--- src/rtl/cpu_step_sequencer_pkg.sv ---
// step_pkg: shared state encoding and default parameters for cpu_step_sequencer.
package step_pkg;
    localparam int CNT_W_DEF = 8;
    localparam int DEBOUNCE_DEF = 24000;
    typedef enum logic [1:0] {RUN, IDLE, STEP} state_e;
endpackage

--- src/rtl/cpu_step_sequencer_if.sv ---
// cpu_step_sequencer_if: slot strobe, CPU status, step key and status bundle.
// STEP_BREAKPOINT_EN adds the breakpoint compare signals.
interface cpu_step_sequencer_if import step_pkg::*; #(parameter int CNT_W = CNT_W_DEF) ();
    logic             ce_slot, step_enabled, step_instr, n_key, cpu_m1;
    logic             cpu_ce, halted, busy;
    logic [CNT_W-1:0] burst_len, steps_left;
`ifdef STEP_BREAKPOINT_EN
    logic             bp_enable, bp_hit;
    logic [15:0]      bp_addr, cpu_addr;
`endif
    modport master (
`ifdef STEP_BREAKPOINT_EN
        output bp_enable, bp_addr, cpu_addr, input bp_hit,
`endif
        output ce_slot, step_enabled, step_instr, n_key, cpu_m1, burst_len,
        input cpu_ce, halted, busy, steps_left
    );
    modport slave (
`ifdef STEP_BREAKPOINT_EN
        input bp_enable, bp_addr, cpu_addr, output bp_hit,
`endif
        input ce_slot, step_enabled, step_instr, n_key, cpu_m1, burst_len,
        output cpu_ce, halted, busy, steps_left
    );
endinterface

--- src/rtl/cpu_step_sequencer_key_debounce.sv ---
// key_debounce: synchronizes the active-low step key, debounces it and emits
// a one-cycle press pulse on each accepted 1->0 transition.
module key_debounce import step_pkg::*; #(
    parameter int DEBOUNCE_CYCLES = DEBOUNCE_DEF
) (
    input  logic clk24,
    input  logic reset,
    input  logic n_key_i,
    output logic press_o
);
    localparam int W = $clog2(DEBOUNCE_CYCLES) + 1;
    logic [1:0]   sync_q;
    logic         stable_q, stable_d, press_q, press_d, differ, accept;
    logic [W-1:0] cnt_q, cnt_d;
    assign differ  = sync_q[1] != stable_q;
    assign accept  = differ && (cnt_q + 1'b1 == W'(DEBOUNCE_CYCLES - 1));
    assign press_o = press_q;
    always_comb begin
        cnt_d    = (differ && !accept) ? cnt_q + 1'b1 : '0;
        stable_d = accept ? sync_q[1] : stable_q;
        press_d  = accept & stable_q;
    end
    always_ff @(posedge clk24) begin
        if (reset) begin
            sync_q   <= 2'b11;
            stable_q <= 1'b1;
            cnt_q    <= '0;
            press_q  <= 1'b0;
        end else begin
            sync_q   <= {sync_q[0], n_key_i};
            stable_q <= stable_d;
            cnt_q    <= cnt_d;
            press_q  <= press_d;
        end
    end
endmodule

--- src/rtl/cpu_step_sequencer.sv ---
// cpu_step_sequencer: gates the CPU clock-enable for free run, halt and key-driven
// T-state / instruction step bursts. STEP_BREAKPOINT_EN adds an M1 address breakpoint.
module cpu_step_sequencer import step_pkg::*; #(
    parameter int DEBOUNCE_CYCLES = DEBOUNCE_DEF,
    parameter int CNT_W = CNT_W_DEF
) (
    input logic clk24,
    input logic reset,
    cpu_step_sequencer_if.slave bus
);
    state_e           state_q, state_d;
    logic [CNT_W-1:0] steps_q, steps_d;
    logic             started_q, started_d, instr_q, instr_d;
    logic             press, trap, run_hold, step_hold, grant;
    key_debounce #(.DEBOUNCE_CYCLES(DEBOUNCE_CYCLES)) u_deb (
        .clk24(clk24), .reset(reset), .n_key_i(bus.n_key), .press_o(press)
    );
`ifdef STEP_BREAKPOINT_EN
    logic bp_hit_q, bp_hit_d;
    // started masks the trap so a resumed burst can fetch at the breakpoint
    assign trap       = bus.bp_enable & bus.cpu_m1 & started_q & (bus.cpu_addr == bus.bp_addr);
    assign bp_hit_d   = (bp_hit_q | (state_q == RUN & bus.ce_slot & trap))
                        & ~(state_q == IDLE & bus.step_enabled & press);
    assign bus.bp_hit = bp_hit_q;
    always_ff @(posedge clk24) bp_hit_q <= reset ? 1'b0 : bp_hit_d;
`else
    assign trap = 1'b0;
`endif
    assign run_hold       = (bus.step_enabled & bus.step_instr & bus.cpu_m1) | trap;
    assign step_hold      = instr_q & bus.cpu_m1 & started_q;
    assign grant          = (state_q == RUN) ? ~run_hold : (state_q == STEP) ? ~step_hold : 1'b0;
    assign bus.cpu_ce     = bus.ce_slot & grant & ~reset;
    assign bus.halted     = state_q == IDLE;
    assign bus.busy       = state_q == STEP;
    assign bus.steps_left = steps_q;
    always_comb begin
        state_d   = state_q;
        steps_d   = steps_q;
        started_d = started_q;
        instr_d   = instr_q;
        unique case (state_q)
            RUN: begin
                started_d = started_q | (bus.ce_slot & grant);
                if ((bus.step_enabled & ~bus.step_instr) | (bus.ce_slot & run_hold)) state_d = IDLE;
            end
            IDLE: begin
                if (!bus.step_enabled) state_d = RUN;
                else if (press) begin
                    state_d   = STEP;
                    steps_d   = (bus.burst_len == '0) ? CNT_W'(1) : bus.burst_len;
                    started_d = 1'b0;
                    instr_d   = bus.step_instr;
                end
            end
            STEP: begin
                if (!bus.step_enabled) begin
                    state_d = RUN;
                    steps_d = '0;
                end else if (bus.ce_slot) begin
                    // a granted instruction-mode slot only marks the instruction as started
                    if (instr_q & ~step_hold) started_d = 1'b1;
                    else begin
                        started_d = 1'b0;
                        steps_d   = steps_q - 1'b1;
                        if (steps_q == CNT_W'(1)) state_d = IDLE;
                    end
                end
            end
            default: state_d = RUN;
        endcase
    end
    always_ff @(posedge clk24) begin
        if (reset) begin
            state_q   <= RUN;
            steps_q   <= '0;
            started_q <= 1'b0;
            instr_q   <= 1'b0;
        end else begin
            state_q   <= state_d;
            steps_q   <= steps_d;
            started_q <= started_d;
            instr_q   <= instr_d;
        end
    end
endmodule

--- src/flat_wrapper.sv ---
// flat-port wrapper written by rule: the top's interface ports become plain ports
module cpu_step_sequencer_flat import step_pkg::*;
#(
    parameter int DEBOUNCE_CYCLES = DEBOUNCE_DEF,
    parameter int CNT_W = CNT_W_DEF
)
  (clk24, reset, bus_ce_slot, bus_step_enabled, bus_step_instr, bus_n_key, bus_cpu_m1, bus_burst_len, bus_cpu_ce, bus_halted, bus_busy, bus_steps_left);
  cpu_step_sequencer_if #(.CNT_W(CNT_W)) bus_i ();
  input logic clk24;
  input logic reset;
  input wire logic [$bits(bus_i.ce_slot)-1:0] bus_ce_slot;
  input wire logic [$bits(bus_i.step_enabled)-1:0] bus_step_enabled;
  input wire logic [$bits(bus_i.step_instr)-1:0] bus_step_instr;
  input wire logic [$bits(bus_i.n_key)-1:0] bus_n_key;
  input wire logic [$bits(bus_i.cpu_m1)-1:0] bus_cpu_m1;
  input wire logic [$bits(bus_i.burst_len)-1:0] bus_burst_len;
  output wire logic [$bits(bus_i.cpu_ce)-1:0] bus_cpu_ce;
  output wire logic [$bits(bus_i.halted)-1:0] bus_halted;
  output wire logic [$bits(bus_i.busy)-1:0] bus_busy;
  output wire logic [$bits(bus_i.steps_left)-1:0] bus_steps_left;
  assign bus_i.ce_slot = bus_ce_slot;
  assign bus_i.step_enabled = bus_step_enabled;
  assign bus_i.step_instr = bus_step_instr;
  assign bus_i.n_key = bus_n_key;
  assign bus_i.cpu_m1 = bus_cpu_m1;
  assign bus_i.burst_len = bus_burst_len;
  assign bus_cpu_ce = bus_i.cpu_ce;
  assign bus_halted = bus_i.halted;
  assign bus_busy = bus_i.busy;
  assign bus_steps_left = bus_i.steps_left;
  cpu_step_sequencer #(.DEBOUNCE_CYCLES(DEBOUNCE_CYCLES), .CNT_W(CNT_W)) u_core (.clk24(clk24), .reset(reset), .bus(bus_i));
endmodule
--- config.mk ---
export PLATFORM = sky130hd
export DESIGN_NAME = cpu_step_sequencer_flat
export DESIGN_NICKNAME = d
export VERILOG_FILES = /design/src/rtl/cpu_step_sequencer_pkg.sv /design/src/rtl/cpu_step_sequencer_if.sv /design/src/rtl/cpu_step_sequencer_key_debounce.sv /design/src/rtl/cpu_step_sequencer.sv /design/src/flat_wrapper.sv
export SDC_FILE = /design/constraint.sdc
export NUM_CORES = 1
export LEC_CHECK = 0
export ABC_AREA = 1
export BUFFER_PORTS_ARGS = -buffer_cell sky130_fd_sc_hd__clkbuf_2
export CORE_AREA = 2 2 89 69
export CTS_CLUSTER_DIAMETER = 60
export DETAILED_ROUTE_END_ITERATION = 10
export DIE_AREA = 0 0 91 71
export PLACE_DENSITY_LB_ADDON = 0.1
export SLEW_MARGIN = 25
export SYNTH_ARGS = -nofsm -noshare
export SYNTH_HDL_FRONTEND = slang
export SYNTH_SLANG_ARGS = --single-unit
--- constraint.sdc ---
create_clock -name clk24 -period 4.4 [get_ports clk24]
set_input_delay 0.22 -clock clk24 [delete_from_list [all_inputs] [get_ports clk24]]
set_output_delay 0.22 -clock clk24 [all_outputs]
set_load 0.02 [all_outputs]
Yosys cells after proc, flatten, opt, wreduce, memory -nomap -nowiden
Index checks and enable logic that the tools add are counted.
W data, S select, Z words.
{ "classes": {"n_addsub": 2, "bitwise": 17, "n_reduce_logical": 12, "mux": 23, "div": 0, "eq_ne": 14, "shifts": 0, "n_lt_le_gt_ge": 0, "n_mul": 0} }
{ "op_table": {"columns": ["operator", "n"], "rows": [
  ["$mux W8", 6],
  ["$add A16 B1 Y16 const B", 1],
  ["$eq A16 B15 Y1 const B", 1],
  ["$pmux W8 S2", 1],
  ["$reduce_and A5 Y1", 3],
  ["$mux W2", 7],
  ["$and A1 B1 Y1", 10],
  ["$eq A8 B1 Y1 const B", 1],
  ["$logic_not A8 Y1", 1],
  ["$ne A2 B2 Y1 const B", 4],
  ["$sub A8 B1 Y8 const B", 1],
  ["$mux W1", 7],
  ["$ne A3 B2 Y1 const B", 2],
  ["$ne A3 B3 Y1 const B", 2],
  ["$pmux W2 S3", 1],
  ["$not A1 Y1", 5],
  ["$pmux W1 S3", 1],
  ["$reduce_and A3 Y1", 1],
  ["$reduce_bool A3 Y1", 1],
  ["$eq A2 B1 Y1 const B", 1],
  ["$eq A2 B2 Y1 const B", 1],
  ["$logic_and A1 B1 Y1", 2],
  ["$logic_not A2 Y1", 1],
  ["$ne A2 B1 Y1 const B", 1],
  ["5 further kinds", 6]
]} }
{ "totals": {"latch_bits": 0, "register_bits": 32, "input_bits": 15, "ramBits": 0, "elab_cells": 76, "mem_count": 0, "romBits": 0, "output_inout_bits": 11} }

Depth between registers and ports, before layout
Gate-level depths: netlist (run 1).
{ "depth": {"ltp_word": 8, "mapped_depth": 13, "mapped_depth_nobuf": 12} }

Cells and area by module
From an unflattened synthesis (run 1), not the netlist that was laid out.
{ "hier_totals": {"cells_unflattened": 356, "hier_area_um2": 2296.0} }
{ "modules_own_cells": {"columns": ["mod", "area_each_um2", "seq_area_each_um2", "cells_per_inst", "n_inst"], "rows": [
  ["key_debounce", 1229.9, 400.4, 187, 1],
  ["cpu_step_sequencer", 1066.0, 240.2, 169, 1]
]} }

Worst setup path before layout (run 1)
Ideal clock, no wire load.
{ "synth_path": {"kind": "register to register", "from": "register u_core.state_q[0]", "to": "register u_core.steps_q[0] (netlist: u_core.bus.steps_left[0])", "slack_ns": 2.569, "n_path_buf": 0, "stages_incl_launch_ff": 11, "arrival_time_ns": 1.714, "required_time_ns": 4.283, "cell_sequence": "dfxtp_1 inv_1 ha_1 nand2_1 nor2_1 nor3_1 o21ai_1 inv_1 o21ai_0 nor2_1 nor2_1"} }
{ "synth_between": {"elab_chain_len": 3} }
{ "synth_rtl": {"columns": ["element", "line_no", "text"], "rows": [
  ["start: declaration", "cpu_step_sequencer.sv:11", "state_e state_q, state_d;"],
  ["start signal: assignment", "cpu_step_sequencer.sv:79", "state_q <= state_d;"],
  ["$eq A2 B2 Y1 (*)", null, null],
  ["via bus_busy", "flat_wrapper.sv:19", "output wire logic [$bits(bus_i.busy)-1:0] bus_busy;"],
  ["$ne A3 B3 Y1 (no source line) / $reduce_bool A2 Y1 (equally long branches)", null, null],
  ["$reduce_and A5 Y1 (no source line)", null, null],
  ["end signal: assignment", "cpu_step_sequencer.sv:80", "steps_q <= steps_d;"],
  ["end: declaration", "cpu_step_sequencer.sv:12", "logic [CNT_W-1:0] steps_q, steps_d;"]
]} }
Mark *: on every way through the listed nets, which the timed path passes. The rest lies on a longest branch.
A chain may end at the register's enable or synchronous reset.

Final worst setup path (run 1)
{ "layout_path": {"from": "register u_core.state_q[0]", "to": "register u_core.steps_q[0] (netlist: u_core.bus.steps_left[0])"} }
{ "layout_between": {"elab_chain_len": 3} }
{ "layout_rtl": {"columns": ["element", "line_no", "text"], "rows": [
  ["$eq A2 B2 Y1 / $eq A2 B1 Y1 (equally long branches)", "cpu_step_sequencer.sv:41", "unique case (state_q)"],
  ["$ne A3 B3 Y1 (no source line) (tied with other cells)", null, null],
  ["$reduce_and A5 Y1 (no source line)", null, null]
]} }
Parallel ways exist; a longest one is shown, timed or not.

==> summary by stage, run 1 <==
STA
The shortest clock period the worst path allows after layout is 2110 ps. The maximum clock skew at final layout is 3.68 ps. Dividing the final minimum period by the clock period gives 47.9%. The final hold violation count is 0. The final-layout setup total negative slack is 0 ps.

Setup repair after global routing left no endpoint under its margin. Across all hold checks on the routed design, the worst slack comes to about 110 ps. The count of final max-slew check failures is 0. The worst slew slack as a fraction of its limit is 68.0%. Setup violations remaining at the end of the flow were counted as 0. At the pin with the least slew margin, the transition time is 475 ps.

Based on the critical path, the design can be clocked at up to 0.475 GHz.

Global routing
Entering global routing, the biggest net connects 17 pins. In the global route stage, overall resource usage came out at 14.9%. For this run the aggregate overflow at the end of global routing stands at 0. The first global-routing pass estimated 7730 microns of wire.

The number of antenna violations at the first check in global routing came to 0. The number of global-route vias before repair came to between 1.5k and 2k.

Yosys
In this run the cell area of the synthesized design comes to about 1900 sq um. The most common cell in the synthesized netlist is nand2_1. After Yosys synthesis, XOR and XNOR cells account for 0% of the synthesized area. The top cell type by area accounts for 33.7% of the synthesized area. The total of flip-flops plus latches after synthesis is 32.

The complex-gate fraction of the synthesized area is 14.4%. The cell taking the most area after synthesis is dfxtp_1. Counting flops with a built-in enable in the synthesized netlist gives 0. After synthesis, the share of flip-flops with an asynchronous set or reset is 0%. Counting distinct cell types in the post-synthesis netlist gives 26. In the post-synthesis netlist, the biggest area contributors are dfxtp_1 (34%), nand2_1 (12%), inv_1 (8.9%), nor2_1 (8.7%), o21ai_0 (6.0%). After synthesis, flip-flops and latches occupy 33.7% of the total area. The most used flip-flop cell after synthesis is dfxtp_1. The simple-gate area share of the yosys netlist is between 30% and 40%. Synthesis produced a netlist with a net count of 318. The combinational family with the most area after synthesis is simple AND/OR/NAND/NOR gates.

By count the netlist is led by nand2_1 (61), inv_1 (45), nor2_1 (44). The share of synthesized cell area in full adder, half adder and majority cells is around 5.3%. Synthesis produced a netlist whose cell count is just under 300. Of the post-synthesis cell area, the part taken by muxes is 0%. The Yosys warning count is 0. Averaged over all synthesized cells, the footprint is roughly 6.5 sq um.

Floorplan
The floorplan step defined a die boundary enclosing 6460 sq um. The number of top-level design ports is 26. After floorplanning, the core was sized to cover ~5600 sq um. The height of the die is 71 microns. After floorplanning, the core was divided into 24 placement rows.

The die extent in x is a little over 90 microns. The starting utilization of the core area is between 30% and 40%.

Worst hold path
The worst hold path was traced through 2 stages. The worst hold path class is in2reg. In this run the most critical hold path is launched from bus_n_key.

Layout
Of the cells placed in the final design, the portion with a size suffix greater than 1 is 15.0%. From synthesis to final layout, the design area changed by 17.4%. After filler insertion, the fill cell instance count of the layout stands at between 600 and 700. After the last flow step, the layout net total stands at 348. The antenna diode instance count is 0.

Clocking
Clock-pin slew was measured on the worst setup and hold paths at ~70 ps. Counting along the longest clock path gives a buffer depth of 2. The number of buffers inserted by post-CTS setup repair is 0. The TritonCTS clock tree is built. The buffer type at the clock tree root is clkbuf_8. The count of hold buffers inserted by post-cts repair is 0. The TritonCTS buffer count is 5. At the later pin of the worst-skew pair, clock insertion delay measures 290 ps. The number of H-tree levels is 2. The number of sinks driven by the clock tree is 32. The count of instances resized after the clock tree is built is 0.

Worst setup path
The worst-path maximum fanout is 10. Tracing the worst setup path back leads to its startpoint at u_core.state_q[0]. The required time of the worst setup path is between 4000 and 5000 ps. The type of element capturing the critical path is a flip-flop. The path depth of the worst reg2reg path is 10. The reg-to-reg critical path startpoint is u_core.state_q[0]. For the worst setup path, the data arrival time is between 2000 and 2500 ps. The worst setup path is launched from a flip-flop.

The worst setup path is of the reg2reg kind. The worst reg-to-reg setup slack is 2290 ps.

Route
The met2 layer wire length in the routed design is 1930 microns. For this run, design rule violations remaining after detail routing come to 0. The first-pass iteration count of the detailed router is 4.

The number of vias in the routed layout is 1859. Wire segments on met3 add up to around 180 microns in the final route. For this block, wires on met1 add up to between 2000 and 2500 microns.

The overall routed net length is 4480 microns. The number of nets still failing antenna checks after routing is 0. For this block, the initial DRC count from the detailed router was 64. After detailed routing, the average wire length per cell comes to about 11 microns.

The via-per-instance ratio is roughly 4.6. The highest metal layer carrying signal wires in the routed design is met4.

Power and ir drop
For this design the ratio of total power to cell area is 484 nW/um^2. Across the VDD grid, the largest voltage drop is 327 uV. The leakage power of the design is 0.909 nW.

Outcome
The run finished with clean final reports.

Placement
Routability-driven placement finished with a final weighted congestion of 0.795. The count of buffers from port buffering is 25. The detailed placer's ending HPWL is 3390 microns.

Flow run
The count of max-cap constraint violations is 0.
-- logic make-up (layout without fill, tap and decap cells) --
family	Yosys count	in the layout
compound gates	51	51
simple gates	156	156
flops	32	32
fa+ha+maj	8	8
buf+inv	48	79
-- sequential cells by signal (all words and copies together), names as in the netlist --
register / cells
u_core.bus.steps_left: 8
u_core.instr_q: 1
u_core.started_q: 1
u_core.state_q: 2
u_core.u_deb.cnt_q: 16
u_core.u_deb.press_o: 1
u_core.u_deb.stable_q: 1
u_core.u_deb.sync_q: 2
-- metal layers --
metal | vias up | GRT usage [%]
li1 | 1009 | -
met1 | 808 | 19.7
met2 | 33 | 23.3
met3 | 9 | 4.05
met4 | 0 | 5.89
met5 | - | 0
-- placed cells by master (no fill, tap or decap) --
| cell type | count |
|---|---|
| nor2_1 | 44 |
| clkbuf_8 | 7 |
| or2_2 | 4 |
| clkbuf_2 | 25 |
| bufinv_16 | 1 |
| o21ai_0 | 23 |
| a21oi_1 | 19 |
| o21ai_1 | 2 |
| a221oi_1 | 1 |
| o311ai_0 | 1 |
| nor2_4 | 2 |
| nand3_2 | 1 |
| clkinv_1 | 1 |
| dfxtp_1 | 32 |
| ha_1 | 8 |
| a211oi_1 | 2 |
| nand2_1 | 61 |
| inv_1 | 45 |
| nor2_2 | 6 |
| nor3_1 | 9 |
| nand4_1 | 6 |
| nand2_2 | 2 |
| nand2_4 | 1 |
| o21bai_1 | 2 |
| a31oi_1 | 1 |
| nor4_1 | 1 |
| nand3_1 | 19 |
-- power breakdown --
part           leakage (nW)  switching, mW  internal, mW
sequential            0.261         0.0329         0.326
combinational         0.584          0.266         0.138
clock                0.0645          0.119         0.200
total                 0.909          0.418         0.663
-- path summary, 6_finish.rpt --
kind	endpoint
worst min-delay path	u_core.u_deb.sync_q[0]
worst max register to register	u_core.bus.steps_left[0]
worst max-delay path	u_core.bus.steps_left[0]
worst min register to register	u_core.u_deb.sync_q[1]
-- final cells by class --
class	instances	area, sq um	area share [%]
Multi-Input combinational cell	215	1070	48.0
Timing Repair Buffer	25	125	5.60
Sequential cell	32	641	28.7
Inverter	46	173	7.73
Clock buffer	7	96.3	4.31
Tap cell	78	97.6	4.37
Clock inverter	1	30.0	1.34
-- metrics by stage --
step | cell area, sq um | instances | power, mW | utilization, % | setup WS, ps
6_report | 2230 | 404 | 1.08 | 39.6 | 2290
5_1_grt | 2230 | 404 | 1.16 | 39.6 | 2090
4_1_cts | 2230 | 404 | 1.09 | 39.6 | 2300
3_5_place_dp | 2110 | 396 | 0.766 | 37.3 | 2310
3_3_place_gp | 2110 | 396 | 0.771 | 37.3 | 2430
2_1_floorplan | 1900 | 295 | 0.656 | - | 2570
-- worst max-delay path, stage by stage (launching register included) --
cell and delay [ps]:
dfxtp_1 380, inv_1 80, ha_1 250, nand2_1 250, nor2_1 90, nor3_1 170, o21ai_1 190, inv_1 270
o21ai_0 130, nor2_1 120, nor2_1 50
Power figures use the tool's default switching activity.
==> run 2: changes to the inputs <==
Clock period 4.4 ns to 1.85 ns, I/O delays scaled along.
==> summary by stage, run 2 (synthesis results as in run 1) <==
Outcome
The run finished with clean final reports.

Placement
The pre-CTS setup slack is -50.5 ps. Port buffering added 25 buffers. The cell count after placement is 407. The global placement routability congestion is 0.807. Once placement finished, the instance area stood at 2190 sq um. The detailed placer's ending HPWL is roughly 3500 microns.

STA
The final hold violation count was 0. The timing-limited maximum frequency is 0.571 GHz. The count of final max-slew check failures is 0. In the finished design, the share of the clock period the worst path needs comes to around 95%. The worst-margin pin slew is 859 ps. The clock arrives with around 4.2 ps of skew. The number of endpoints failing setup at the final stage is 0. The shortest clock period the worst path allows after layout is 1750 ps. The final-layout setup total negative slack is 0 ps.

After layout, the worst setup slack is 97.6 ps. The worst pin sits at a relative slew slack of between 40 and 50%.

Floorplan
Once the floorplan was initialized, standard cells occupied between 30% and 40% of the core. The floorplan has 24 rows. The total area inside the core boundary comes to 5650 sq um.

26 I/O pins were placed. The die extent in x is 91 microns. The height of the die is 71 microns. The die covers 6460 sq um.

Layout
The fraction of final layout cells with drive strength greater than 1 is 24.8%. 0 antenna diodes ended up in the layout. The final standard cell count with taps included and fillers excluded is 421. The register with the most flip-flops in the layout has 16 of them. The area taken by flip-flops and latches is between 600 and 700 sq um.

Fill cells in the final layout number 610. The synthesis-to-finish area growth is 30.2%. The number of nets in the finished design is 365. Leaving out fill and tap cells, the most frequent cells in the layout are nand2_1 (55), inv_1 (45), nor2_1 (38).

The register with the highest flop count is u_core.u_deb.cnt_q. The finished cells cover 2480 sq um. The footprint of the multi-input gates is roughly 1200 sq um. The most frequent standard cell in the layout excluding fill and tap cells is nand2_1.

Power and ir drop
In this run switching power makes up a little under two fifths of total power. In this run the power spent charging and discharging nets is 1.00 mW. The share of total power dissipated in sequential elements is 31.7%.

Dividing total power by cell area gives a power density of 1090 nW/um^2. Of the total power, the clock network draws between 20% and 30%. In this run, the combinational gates consume 40.5% of the power. The maximum ir drop on the vdd rail is 679 uV. The leakage power of the design is around 1 nW. The internal power of the cells totals 1.69 mW. The total power is about 2.7 mW.

Route
In the final routed layout, each cell accounts on average for 11.2 microns. For this block, the initial DRC count from the detailed router was 65. The via-per-instance ratio is 4.57.

The final layout contains routed wiring with a total length of 4710 microns. Detailed routing inserted a total of 1924 vias. The first-pass iteration count of the detailed router is 4. The number of nets still failing antenna checks after routing is 0. For this run, design rule violations remaining after detail routing come to 0.

Clocking
After clock tree synthesis, the clock-pin slew on the worst setup and hold paths is 70 ps. The TritonCTS clock tree is built. The TritonCTS buffer count is 5.

The number of H-tree levels is 2. The buffer type at the clock tree root is clkbuf_8. The number of sinks driven by the clock tree is 32. The clock reaches the later pin of the worst-skew pair after 290 ps. The maximum buffer depth of the clock tree is 2.

Worst setup path
The worst-path maximum fanout is 8. The cell with the biggest individual delay on the critical path is dfxtp_4. The worst setup path is launched from a flip-flop. The type of element capturing the critical path is a flip-flop.

The critical path goes through ha_4 > nand2_2 > inv_1 > nor2_2 > nand2_1 > nor3_2 > nand2_1 > nor2_4 > nand3_4 > nand2_8 > nor2_1. Data on the critical path arrives at its endpoint at 1940 ps. The biggest cell delay along the critical path is 360 ps. The worst path buffer plus inverter count is 1. Counting stages on the worst path, the most repeated cell is nand2_1. Grouping stages by cell kind, the critical path spends the most delay in simple AND/OR/NAND/NOR gates. Data on the critical path is required at its endpoint by 2040 ps. The class of the most critical setup path is reg2reg.

Global routing
The maximum number of pins on one net before global-route repair is 13. The remaining global-route overflow is 0. The number of antenna violations at the first check in global routing came to 0. The number of global-route vias before repair is 1789. The first global-routing pass estimated 8110 microns of wire. The global-route total usage across every layer is 15.5%.

Flow run
The tool flagged a number of max-cap violations equal to 0.

Worst hold path
In this run the worst hold path is classified as in2reg.
-- run 2: final timing paths --
| kind | to | depth (start not counted) | slack [ps] | start |
|---|---|---|---|---|
| setup / recovery | u_core.u_deb.cnt_q[6] | 11 | 100 | u_core.u_deb.cnt_q[1] |
| hold reg to reg | u_core.u_deb.sync_q[1] | 1 | 410 | u_core.u_deb.sync_q[0] |
| setup reg to reg | u_core.u_deb.cnt_q[6] | 11 | 100 | u_core.u_deb.cnt_q[1] |
| hold / removal | u_core.started_q | 2 | 60 | reset |
-- run 2: layer usage --
layer,vias to the layer above,routed length [microns],global-route usage (%)
met5,-,0,0
met1,842,2390,20.4
met3,5,123,3.51
met2,23,2150,25.1
li1,1054,-,-
met4,0,43,5.56
-- run 2: power groups by stage --
stage / Clock [mW] / Combinational [mW] / Sequential, mW
final: 0.748 / 1.09 / 0.855
after CTS: 0.767 / 1.10 / 0.853
after global routing: 0.797 / 1.23 / 0.874
after global placement: 0 / 1.10 / 0.870
after floorplan: 0 / 0.648 / 0.913
after detailed placement: 0 / 1.09 / 0.869
-- run 2: stage by stage --
stage | hold WS [ps] | util, %
2_1_floorplan | 162 | -
5_1_grt | 78.0 | 43.9
3_5_place_dp | 284 | 38.8
3_3_place_gp | 276 | 38.8
4_1_cts | 60.0 | 42.2
6_report | 60.0 | 43.9
-- run 2: timing repair --
| action | 4_1_cts | 5_1_grt |
|---|---|---|
| endpoints found under the setup margin | 16 | 20 |
| hold buffers | 1 | 0 |
| cloned | 1 | 0 |
| hold endpoints to repair | 1 | 0 |
| resized for setup | 7 | 24 |
| pin swaps | 2 | 12 |
| setup buffers | 1 | 3 |
-- run 2: cell type report --
class,instances,area share (%)
Multi-Input combinational cell,216,47.6
Sequential cell,32,26.2
Timing Repair Buffer,41,10.1
Inverter,46,6.97
Tap cell,78,3.94
Clock buffer,7,3.89
Clock inverter,1,1.21
-- run 2: worst register-to-register path, cell delays in order, from the launching register on --
cell     delay, ps
dfxtp_4        360
ha_4           160
nand2_2         90
inv_1           70
nor2_2         130
nand2_1         80
nor3_2         180
nand2_1        110
nor2_4         120
nand3_4        150
nand2_8        150
nor2_1          50
